<file path="config.mk">
export PLATFORM = sky130hd
export DESIGN_NAME = z80_bus_arbiter
export DESIGN_NICKNAME = d
export VERILOG_FILES = /design/src/rtl/z80_bus_arbiter.sv
export SDC_FILE = /design/constraint.sdc
export NUM_CORES = 1
export LEC_CHECK = 0
export BUFFER_PORTS_ARGS = -buffer_cell sky130_fd_sc_hd__buf_2
export CAP_MARGIN = 20
export CELL_PAD_IN_SITES_DETAIL_PLACEMENT = 1
export CELL_PAD_IN_SITES_GLOBAL_PLACEMENT = 1
export CORE_MARGIN = 2
export CORE_UTILIZATION = 24
export CTS_CLUSTER_DIAMETER = 100
export DETAILED_ROUTE_END_ITERATION = 6
export PLACE_DENSITY = 0.95
export SLEW_MARGIN = 10
export SYNTH_ARGS = -nofsm -noshare
export SYNTH_HDL_FRONTEND = slang
export SYNTH_SLANG_ARGS = --single-unit
</file>
<file path="constraint.sdc">
create_clock -name clk -period 3.43 [get_ports clk]
set_input_delay 0.5145 -clock clk [delete_from_list [all_inputs] [get_ports clk]]
set_output_delay 0.5145 -clock clk [all_outputs]
set_load 0.02 [all_outputs]
</file>
<file path="src/rtl/z80_bus_arbiter.sv">
// Arbitrates the 8 KB Z80 work RAM between the 68k and the Z80, and holds the
// 68k-visible Z80 BUSREQ / RESET control registers.
module z80_bus_arbiter #(
  parameter int          RAM_AW      = 13,
  parameter logic [23:0] BUSREQ_ADDR = 24'hA11100,
  parameter logic [23:0] RESET_ADDR  = 24'hA11200,
  parameter logic [23:0] RAM_BASE    = 24'hA00000
) (
  input  logic              clk,
  input  logic              rst_n,
  input  logic [23:0]       m68_addr,
  input  logic [15:0]       m68_wdata,
  output logic [15:0]       m68_rdata,
  input  logic              m68_as_n,
  input  logic              m68_uds_n,
  input  logic              m68_lds_n,
  input  logic              m68_rw,
  output logic              m68_dtack_n,
  input  logic [15:0]       z80_addr,
  input  logic [7:0]        z80_wdata,
  output logic [7:0]        z80_rdata,
  input  logic              z80_mreq_n,
  input  logic              z80_rd_n,
  input  logic              z80_wr_n,
  input  logic              z80_busack_n,
  output logic              z80_busrq_n,
  output logic              z80_reset_n,
  output logic [RAM_AW-1:0] ram_addr,
  output logic [7:0]        ram_wdata,
  output logic              ram_we,
  input  logic [7:0]        ram_rdata,
  output logic [1:0]        dbg_state_o,
  output logic              dbg_grant_o
);

  typedef enum logic [1:0] {
    S_IDLE   = 2'd0,
    S_RDWAIT = 2'd1,
    S_ACK    = 2'd2
  } state_e;

  localparam logic [16:0] RAM_SIZE = 17'(1 << RAM_AW);

  state_e      state_q, state_d;
  logic        busreq_q, busreq_d;
  logic        zreset_q, zreset_d;
  logic        grant_q;
  logic [15:0] rdata_q, rdata_d;
  logic        m68_ram_we;

  logic              hit_busreq, hit_reset, hit_ram, m68_sel, a0, z80_in_range;
  logic [RAM_AW-1:0] m68_byte_addr;
  logic [7:0]        m68_byte_wdata;
  logic              unused_ok;

  assign hit_busreq     = (m68_addr[23:1] == BUSREQ_ADDR[23:1]);
  assign hit_reset      = (m68_addr[23:1] == RESET_ADDR[23:1]);
  assign hit_ram        = (m68_addr[23:RAM_AW] == RAM_BASE[23:RAM_AW]);
  assign m68_sel        = ~m68_as_n & (hit_busreq | hit_reset | hit_ram);
  // Odd byte only when LDS is the sole active strobe; word accesses use the even byte.
  assign a0             = m68_uds_n & ~m68_lds_n;
  assign m68_byte_addr  = {m68_addr[RAM_AW-1:1], a0};
  assign m68_byte_wdata = a0 ? m68_wdata[7:0] : m68_wdata[15:8];
  assign z80_in_range   = ({1'b0, z80_addr} < RAM_SIZE);
  assign unused_ok      = &{1'b0, m68_addr[0], z80_rd_n};

  // Handshake: the 68k holds AS low with stable address/data until DTACK goes
  // low; DTACK then stays low (data held) until AS is seen high again.
  always_comb begin
    state_d    = state_q;
    busreq_d   = busreq_q;
    zreset_d   = zreset_q;
    rdata_d    = rdata_q;
    m68_ram_we = 1'b0;
    case (state_q)
      S_IDLE: begin
        if (m68_sel) begin
          if (hit_ram && m68_rw && grant_q) begin
            state_d = S_RDWAIT;
          end else begin
            state_d = S_ACK;
            if (hit_busreq || hit_reset) begin
              if (m68_rw) begin
                rdata_d = hit_busreq ? {7'b0, ~grant_q, 8'h00} : 16'h0000;
              end else if (!m68_uds_n) begin
                if (hit_busreq) busreq_d = m68_wdata[8];
                else            zreset_d = m68_wdata[8];
              end
            end else if (m68_rw) begin
              rdata_d = 16'hFFFF;
            end else begin
              m68_ram_we = grant_q;
            end
          end
        end
      end
      S_RDWAIT: begin
        state_d = S_ACK;
        rdata_d = {ram_rdata, ram_rdata};
      end
      S_ACK: begin
        if (m68_as_n) state_d = S_IDLE;
      end
      default: state_d = S_IDLE;
    endcase
  end

  always_ff @(posedge clk or negedge rst_n) begin
    if (!rst_n) begin
      state_q  <= S_IDLE;
      busreq_q <= 1'b0;
      zreset_q <= 1'b0;
      grant_q  <= 1'b0;
      rdata_q  <= 16'h0000;
    end else begin
      state_q  <= state_d;
      busreq_q <= busreq_d;
      zreset_q <= zreset_d;
      grant_q  <= busreq_q & (~z80_busack_n | ~zreset_q);
      rdata_q  <= rdata_d;
    end
  end

  always_comb begin
    ram_addr  = z80_addr[RAM_AW-1:0];
    ram_wdata = z80_wdata;
    ram_we    = ~z80_mreq_n & ~z80_wr_n & z80_in_range;
    z80_rdata = z80_in_range ? ram_rdata : 8'hFF;
    if (grant_q) begin
      ram_addr  = m68_byte_addr;
      ram_wdata = m68_byte_wdata;
      ram_we    = m68_ram_we;
      z80_rdata = 8'hFF;
    end
  end

  assign m68_rdata   = rdata_q;
  assign m68_dtack_n = (state_q != S_ACK);
  assign z80_busrq_n = ~busreq_q;
  assign z80_reset_n = zreset_q;
  assign dbg_state_o = state_q;
  assign dbg_grant_o = grant_q;

endmodule

</file>
Yosys cells after proc, flatten, opt, wreduce, memory -nomap -nowiden
Index checks and enable logic that the tools add are counted.
Widths: inputs -> output; s select.
{"block": "word_totals", "reg_bits": 21, "inputBits": 82, "out_inout_bits": 52}
{"block": "op_classes", "order_cmp": 1, "reduce_logical": 9, "bitwise_logic": 20, "eq_ne": 10, "muxes": 22}
{"cell": "$mux 16", "count": 5}
{"cell": "$eq 23x23->1 const B", "count": 2}
{"cell": "$mux 8", "count": 4}
{"cell": "$pmux 16 s2", "count": 1}
{"cell": "$lt 16x14->1 const B", "count": 1}
{"cell": "$reduce_and 7->1", "count": 2}
{"cell": "$mux 13", "count": 1}
{"cell": "$not 1->1", "count": 12}
{"cell": "$eq 11x11->1 const B", "count": 1}
{"cell": "$ne 2x2->1 const B", "count": 5}
{"cell": "$mux 9", "count": 1}
{"cell": "$mux 1", "count": 6}
{"cell": "$mux 2", "count": 3}
{"cell": "$pmux 2 s3", "count": 1}
{"cell": "$and 1x1->1", "count": 5}
{"cell": "$reduce_and 4->1", "count": 1}
{"cell": "$or 1x1->1", "count": 3}
{"cell": "$eq 2x1->1 const B", "count": 1}
{"cell": "$eq 2x2->1 const B", "count": 1}
{"cell": "$logic_and 1x1->1", "count": 2}
{"cell": "$logic_not 2->1", "count": 1}
{"cell": "$reduce_and 2->1", "count": 1}
{"cell": "$reduce_bool 2->1", "count": 1}
{"cell": "$logic_or 1x1->1", "count": 1}

Logic depth before layout (Yosys ltp)
Gate-level depths: netlist of run 1.
{"block": "logic_depth", "ltp_word": 7, "depth_mapped": 5}

Least setup slack after synthesis of run 1
OpenSTA, ideal clock, no wires.
{"block": "synth_path", "path_type": "register -> output", "start": "register grant_q (netlist: dbg_grant_o)", "end": "output port ram_we", "slack_ns": 1.388, "arrival_time_ns": 1.528, "path_stages_with_launch": 5, "n_path_buf": 1, "path_cell_list": "dfrtp_1 > clkbuf_1 > nor4_2 > nand2_1 > o21ai_1"}
{"block": "synth_via", "elab_chain_cells": 5}
{"element": "from (decl)", "line": "47", "rtl": "logic grant_q;"}
{"element": "from (signal assigned)", "line": "119", "rtl": "grant_q <= busreq_q & (~z80_busack_n | ~zreset_q);"}
{"element": "$logic_and 1x1->1", "line": "78", "rtl": "if (hit_ram && m68_rw && grant_q) begin"}
{"element": "$mux 1", "line": "78"}
{"element": "$mux 1", "line": "77", "rtl": "if (m68_sel) begin"}
{"element": "$mux 1", "line": "75", "rtl": "case (state_q)"}
{"element": "$mux 1 *", "line": "129", "rtl": "if (grant_q) begin"}
{"element": "to (decl)", "line": "30", "rtl": "output logic ram_we,"}
Mark *: on every way between the ends. The rest lies on a longest branch, timed or not.

Worst setup path in the final report of run 1
{"block": "layout_path", "start": "input port m68_uds_n", "end": "output port ram_wdata[6]"}
{"block": "layout_via", "elab_chain_cells": 3}
{"element": "from (decl)", "line": "15", "rtl": "input logic m68_uds_n,"}
{"element": "$and 1x1->1", "line": "61", "rtl": "assign a0 = m68_uds_n & ~m68_lds_n;"}
{"element": "$mux 8", "line": "63", "rtl": "assign m68_byte_wdata = a0 ? m68_wdata[7:0] : m68_wdata[15:8];"}
{"element": "$mux 8", "line": "129"}
{"element": "to (decl)", "line": "29", "rtl": "output logic [7:0] ram_wdata,"}
Every way passes these cells.

==> metrics.md, run 1 <==
| Metric | Value |
|---|---|
| Worst Skew | `0.00157 ns` |
| CTS tree | `done` |
| Async S/R FF share, synth | `100%` |
| R2R setup slack | `roughly 1.7 ns` |
| Initial core utilization | `between 20 and 25%` |
| Total grt overflow | `0` |
| Flops & latches, synth | `14` |
| Final hold vios | `0` |
| Pin count of the biggest net entering global routing | `36` |
| Distinct cells, synth | `35` |
| Nets@finish | `334` |
| Fin crit period | `roughly 2.5 ns` |
| I/O Pins | `134` |
| Final ANT Viol Nets | `0` |
| Buf/Inv on CP | `2` |
| Relative slew slack | `a little under two fifths` |
| Antenna diode count | `0` |
| Most used cell, CP | `buf_2` |
| Most frequent cells in the layout | `buf_2 (131), dfrtp_1 (14), mux2_2 (13), nor2_1 (12)` |
| Via count of the first global-routing pass | `between 1000 and 1500` |
| FF/Latch Area | `350 um2` |
| Die Ht | `75.7 um` |
| TritonCTS buffer count | `3` |
| Status | `complete, no violations` |
| PortBufs | `~130` |
| Gp weighted congestion | `0.748` |
| Leak | `approximately 0.0010 uW` |
| Slowest cell on crit path | `nor2b_1` |
| WS Path Type | `primary input to output pin` |
| Core Area | `0.00504 mm2` |
| Die Area | `0.00573 mm2` |
| DP HPWL | `4060 um` |
| Longest Clk Path Bufs | `2` |
| Setup Fix Bufs, Post-CTS | `0` |
| CP Capture Type | `output pin` |
| Hold_ws | `around 0.16 ns` |
| Max-Cap Viols | `0` |
| Worst hold-check path type | `primary input to asynchronous set/reset pin` |
| Fillers | `approximately 630` |
| Detailed Route WL | `4660 um` |
| Finish-stage setup viols | `0` |
| EDFF count, synth | `0` |
| PwrDens | `between 200 and 250 mW/mm2` |
| Worst-Margin Slew | `0.937 ns` |
| Detailed Route Iter0 Violations | `28` |
| Post_cts resized | `0` |
| Worst-Skew Late Latency | `approximately 0.24 ns` |
| Initial DRT Pass Iterations | `3` |
| Post-synthesis sequential area ratio | `28.4%` |
| Gr usage total | `15.8%` |
| Setup ws final | `0.954 ns` |
| Crit path DAT | `1.96 ns` |
| CP cell instances | `buf_2 > nor2b_1 > mux2i_1 > a21oi_1 > buf_2` |
| Root Buffer | `clkbuf_8` |
| Routed length per placed instance | `approximately 15 um` |
| Area Growth Syn to Fin | `58.8%` |
| Share of post-route cells with drive strength above 1 | `63.3%` |
| Fin Setup TNS | `0 ns` |
| Post-Synthesis Cells | `around 130` |
| CTS sink cnt | `14` |
| Fin crit share | `72.2%` |
| Initial antenna violation count | `0` |
| Cell Area, Synth | `about 0.0012 mm2` |
| Startpoint Class | `primary input` |
| WP depth | `5` |
| Clock H-tree levels | `1` |
| Peak VDD IR | `0.0920 mV` |
| Commonest non-fill, non-tap cell in the layout | `buf_2` |
| Syn nets | `210` |
| Family with the most delay on the worst path | `simple AND/OR/NAND/NOR gates` |
| RSZ-0062 raised after global routing | `false` |
| Placement row count | `26` |
| Cts hold-fix bufs | `0` |
| CTS clk-pin slew, worst paths | `0.06 ns` |
| Die W | `75.7 um` |
| F_max | `404 MHz` |
| Avg Cell Area, Syn | `9.64 um2` |
| Slowest stage delay, CP | `0.75 ns` |
| CP required | `2.92 ns` |
| CP Max Fanout | `9` |
| Area of the multi-input gates | `792 um2` |
| R2R cell count | `4` |
| Warnings from Yosys | `0` |
| Pre-CTS setup slack | `around 0.94 ns` |
| Post-DR vias/cell | `4.58` |
| Synth Flop Type | `dfrtp_1` |
| Residual DRC count | `0` |
| First-pass GRT wire length | `about 6900 um` |
| Final Slew Violations | `0` |
| Total number of vias | `1470` |
## where the power goes
part	switching, uW	internal (uW)
Combinational	69.9	64.6
Sequential	1.36	167
Clock	58.8	102
Total	130	333
## logic make-up (layout without fill, tap and decap cells)
| group | after synthesis | count (layout) | synth area share, % |
|---|---|---|---|
| AND/OR/NAND/NOR | 49 | 49 | 27.9 |
| multiplexers | 25 | 25 | 22.6 |
| AO/OA/AOI/OAI | 23 | 23 | 13.0 |
| buffers and inverters | 16 | 139 | 7.40 |
| flip-flops | 14 | 14 | 28.4 |
| XOR/XNOR | 1 | 1 | 0.710 |
## synth_stat cells (2+ instances only)
cell | n | share of area, %
mux2_4 | 2 | 2.4
mux2_2 | 13 | 12
nand2_1 | 5 | 1.5
o31ai_1 | 2 | 1.2
nor2b_1 | 3 | 1.5
nor3_1 | 2 | 0.81
buf_4 | 7 | 4.3
nor4_2 | 2 | 2.0
nor2_1 | 12 | 3.7
mux2_1 | 2 | 1.8
dfrtp_1 | 14 | 28
nor3_4 | 2 | 2.6
inv_1 | 3 | 0.91
a221o_1 | 7 | 5.7
a21oi_1 | 11 | 4.5
mux2i_1 | 8 | 6.5
nor4_4 | 2 | 3.4
clkbuf_1 | 4 | 1.2
nand2b_1 | 11 | 5.6
## through the flow
step	cell area [um2]	total power, uW	utilization, %	std cells
after detailed placement	1900	308	37.8	317
after global placement	1900	302	37.8	317
after global routing	1960	489	38.9	321
final	1960	463	38.9	321
after floorplan	1230	230	-	128
after CTS	1960	469	38.9	321
## cell type report
| class | instances | area share, % |
|---|---|---|
| flip-flops and latches | 14 | 17.9 |
| multi-input cells | 98 | 40.4 |
| inverters | 3 | 0.575 |
| well taps | 70 | 4.47 |
| repair buffers | 132 | 33.8 |
| clock buffers | 4 | 2.81 |
## registers in the layout, summed over array words and instances, names as in the netlist
name and flops:
dbg_state_o 2, m68_rdata 9, z80_reset_n 1, busreq_q 1, dbg_grant_o 1
## metal layers
layer  track usage (%)  up-vias  wire length, um
li1                  -      711                -
met1              17.7      663             1740
met2              31.0       94             2450
met3              2.51        2              439
met4              3.51        0               22
met5                 0        -                0
## worst paths after layout
kind                                 from      endpoint
setup / recovery                m68_uds_n  ram_wdata[6]
hold / removal                      rst_n  m68_rdata[0]
hold reg to reg               z80_reset_n   dbg_grant_o
setup reg to reg           dbg_state_o[0]      busreq_q
min in group clk             z80_busack_n   dbg_grant_o
max in group asynchronous           rst_n      busreq_q
Note: power is estimated with default switching activity, not from simulation.
==> inputs of run 2 (changes only) <==
--- a/config.mk
+++ b/config.mk
@@ -5,15 +5,16 @@
 export SDC_FILE = /design/constraint.sdc
 export NUM_CORES = 1
 export LEC_CHECK = 0
+export ABC_AREA = 1
 export BUFFER_PORTS_ARGS = -buffer_cell sky130_fd_sc_hd__buf_2
 export CAP_MARGIN = 20
 export CELL_PAD_IN_SITES_DETAIL_PLACEMENT = 1
 export CELL_PAD_IN_SITES_GLOBAL_PLACEMENT = 1
 export CORE_MARGIN = 2
-export CORE_UTILIZATION = 24
+export CORE_UTILIZATION = 22
 export CTS_CLUSTER_DIAMETER = 100
 export DETAILED_ROUTE_END_ITERATION = 6
-export PLACE_DENSITY = 0.95
+export PLACE_DENSITY = 0.9
 export SLEW_MARGIN = 10
 export SYNTH_ARGS = -nofsm -noshare
 export SYNTH_HDL_FRONTEND = slang
==> constraint.sdc (replaced) <==
create_clock -name clk -period 2.37 [get_ports clk]
set_input_delay 0.3555 -clock clk [delete_from_list [all_inputs] [get_ports clk]]
set_output_delay 0.3555 -clock clk [all_outputs]
set_load 0.02 [all_outputs]
==> run 2 against run 1 <==
  * Critical path depth is 1 lower
  * Cell area is 9.3% higher
  * Synthesized cell count is 82% higher
  * Total power grew to 3.3 times the previous value
  * Clock power is 45% higher
  * Count of clock-buffer cells in the layout stayed put
  * First-iteration DRC count is 79% higher
  * Area after synthesis is 16% higher
  * Flip-flop and latch count stayed put
  * Critical endpoint is now ram_addr[1]
  * Largest cell class unchanged
  * Largest power group is now combinational cells
==> metrics.md, run 2 <==
| Metric | Value |
|---|---|
| Worst hold-check path type | `primary input to asynchronous set/reset pin` |
| Total number of vias | `1900 (+29%)` |
| Synth Flop Type | `dfrtp_1` |
| CTS sink cnt | `14 (unchanged)` |
| CP required | `2.01 ns (-0.91 ns)` |
| Design area | `0.00214 mm2 (+9.3%)` |
| CP cell instances | `inv_2 > nand2_1 > o21ai_0 > buf_2` |
| Post-DR vias/cell | `4.38 (-4.4%)` |
| Nets@finish | `440 (+32%)` |
| Max FFs per register | `9 (unchanged)` |
| CTS clk-pin slew, worst paths | `0.06 ns (about the same)` |
| Placement row count | `29 (+12%)` |
| Dpl cell area | `0.00209 mm2 (+9.6%)` |
| Peak VDD IR | `0.433 mV (+370%)` |
| Fin crit share | `76.6%` |
| RSZ-0062 raised after global routing | `false` |
| Fin Setup TNS | `0 ns (unchanged)` |
| R2R Path Start | `dbg_grant_o` |
| FF/Latch Area | `350 um2 (unchanged)` |
| Most frequent cells in the layout | `buf_2 (131), nand2_1 (86), inv_1 (32), o21ai_0 (27), nor2_1 (18)` |
| Final ANT Viol Nets | `0 (unchanged)` |
| Antenna diode count | `0 (unchanged)` |
| Final hold vios | `0 (unchanged)` |
| I/O Pins | `134 (unchanged)` |
| Die W | `84.5 um (+12%)` |
| Fillers | `879 (+39%)` |
| Yosys top cell area share | `24.6% (-3.8 points)` |
| Die Area | `0.00714 mm2 (+25%)` |
| Post-synthesis sequential area ratio | `24.6% (-3.8 points)` |
| EDFF count, synth | `0 (unchanged)` |
| Ranking of synthesized cells by area | `dfrtp_1 (25%), nand2_1 (23%), o21ai_0 (9.5%), inv_1 (8.4%), nand4_1 (4.8%)` |
| Relative slew slack | `67.3% (+30 points)` |
| Via count of the first global-routing pass | `1911 (+29%)` |
| Gp weighted congestion | `0.790 (+5.6%)` |
| Cell Area, Synth | `0.00143 mm2 (+16%)` |
| Post_cts resized | `0 (unchanged)` |
| Buf/Inv on CP | `2 (unchanged)` |
| Reg2reg end | `m68_rdata[9]` |
| PwrDens | `704 mW/mm2 (+200%)` |
| Slowest stage delay, CP | `0.42 ns (-0.33 ns)` |
| PortBufs | `131 (unchanged)` |
| Most common cell in the netlist | `nand2_1` |
| R2R setup slack | `0.69 ns (-0.97 ns)` |
| Max-Cap Viols | `0 (unchanged)` |
| CTS tree | `done` |
| WS Path Type | `flop to output pin` |
| Crit path DAT | `1.46 ns (-0.50 ns)` |
| First-pass GRT wire length | `8230 um (+20%)` |
| Startpoint Class | `flop` |
| Power, Total | `1510 uW (+230%)` |
| Leak | `0.00122 uW (+17%)` |
| F_max | `between 500 and 600 MHz` |
| Clock H-tree levels | `1 (unchanged)` |
| Detailed Route Iter0 Violations | `50 (+79%)` |
| Syn nets | `315 (+50%)` |
| Worst-Skew Late Latency | `0.24 ns (about the same)` |
| Top cell type by total area after synthesis | `dfrtp_1` |
| Synth cell count leaders | `nand2_1 (86), inv_1 (32), o21ai_0 (27)` |
| Setup Fix Bufs, Post-CTS | `0 (unchanged)` |
| Worst-Margin Slew | `0.489 ns (-0.447 ns)` |
| Status | `complete, no violations` |
| R2R cell count | `8 (+4)` |
| Die Ht | `84.5 um (+12%)` |
| CP Max Fanout | `33 (+24)` |
| Worst Skew | `0.000692 ns (-0.000877 ns)` |
| Area Growth Syn to Fin | `50.3%` |
| Initial antenna violation count | `0 (unchanged)` |
| Root Buffer | `clkbuf_8` |
| Flops & latches, synth | `14 (unchanged)` |
| TritonCTS buffer count | `3 (unchanged)` |
| Warnings from Yosys | `0 (unchanged)` |
| Slowest cell on crit path | `dfrtp_1` |
| Core Area | `0.00631 mm2 (+25%)` |
| Area of the multi-input gates | `827 um2 (+4.4%)` |
| Distinct cells, synth | `27 (-23%)` |
| Family with the most delay on the worst path | `buffers and inverters` |
| Gr usage total | `13.6% (-2.2 points)` |
| DP HPWL | `4510 um (+11%)` |
| Cts hold-fix bufs | `0 (unchanged)` |
| Share of post-route cells with drive strength above 1 | `43.7% (-20 points)` |
| Detailed Route WL | `5110 um (+9.8%)` |
| Initial core utilization | `22.6% (-1.9 points)` |
| Async S/R FF share, synth | `100% (unchanged)` |
| CP Capture Type | `output pin` |
| Post-Synthesis Cells | `233 (+82%)` |
| Finish-stage setup viols | `0 (unchanged)` |
| Routed length per placed instance | `11.8 um (-19%)` |
| Fin crit period | `1.82 ns` |
| Initial DRT Pass Iterations | `4 (+1)` |
| Final Slew Violations | `0 (unchanged)` |
| Avg Cell Area, Syn | `6.12 um2 (-37%)` |
| Residual DRC count | `0 (unchanged)` |
| Longest Clk Path Bufs | `2 (unchanged)` |
| Pin count of the biggest net entering global routing | `34 (-5.6%)` |
| Commonest non-fill, non-tap cell in the layout | `buf_2` |
| Total grt overflow | `0 (unchanged)` |
## run 2: logic make-up (layout without fill, tap and decap cells)
group | Yosys count | count (layout) | synth area share (%)
compound gates | 31 | 31 | 10.9
buf+inv | 50 | 174 | 17.4
simple gates | 138 | 138 | 47.1
flops | 14 | 14 | 24.6
## run 2: per-stage QoR
| stage | instances | worst slack, ns | utilization, % | hold slack [ns] |
|---|---|---|---|---|
| floorplan | 233 | 0.588 | - | 0.0599 |
| global placement | 430 | 0.577 | 33.1 | 0.267 |
| detailed placement | 430 | 0.555 | 33.1 | 0.276 |
| CTS | 434 | 0.520 | 33.9 | 0.0110 |
| global route | 434 | 0.377 | 33.9 | 0.0147 |
| finish | 434 | 0.554 | 33.9 | 0.00536 |
## run 2: cell type report
class                           count  share of cell area (%)
Multi-Input combinational cell    169                    38.6
Inverter                           36                    6.31
Timing Repair Buffer              134                    31.7
Clock buffer                        4                    2.57
Tap cell                           77                    4.50
Sequential cell                    14                    16.4
## run 2: layer usage
layer	wire, um	GRT usage [%]	part of all wire [%]	vias to the layer above
li1	-	-	-	967
met1	1980	14.8	39	870
met2	2790	27.6	54	61
met3	320	2.56	6.3	2
met4	25	1.73	0.49	0
met5	0	0	0	-
## run 2: power breakdown
| part | internal (uW) | total [uW] | switching [uW] | leakage, uW |
|---|---|---|---|---|
| Combinational | 295 | 870 | 576 | 0.00104 |
| Clock | 147 | 232 | 85.1 | 0.0000288 |
| Sequential | 332 | 406 | 74.3 | 0.000159 |
| Total | 773 | 1510 | 735 | 0.00122 |
## run 2: how the worst max path moves through the flow
| stage | end | slack [ns] | cells after the start | startpoint |
|---|---|---|---|---|
| 2_1_floorplan | ram_addr[0] | 0.59 | 4 | m68_uds_n |
| 3_3_place_gp | ram_we | 0.58 | 9 | m68_addr[6] |
| 4_1_cts | ram_we | 0.52 | 5 | dbg_grant_o |
| 6_report | ram_addr[1] | 0.55 | 4 | dbg_grant_o |
| 5_1_grt | ram_addr[1] | 0.38 | 4 | dbg_grant_o |
| 3_5_place_dp | ram_we | 0.56 | 9 | m68_addr[6] |
## run 2: worst register-to-register path, delay by kind of cell (launching register included)
family / cells / cell delay (ns)
buffers and inverters: 2 / 0.56
and+or+nand+nor: 6 / 0.60
DFF: 1 / 0.42
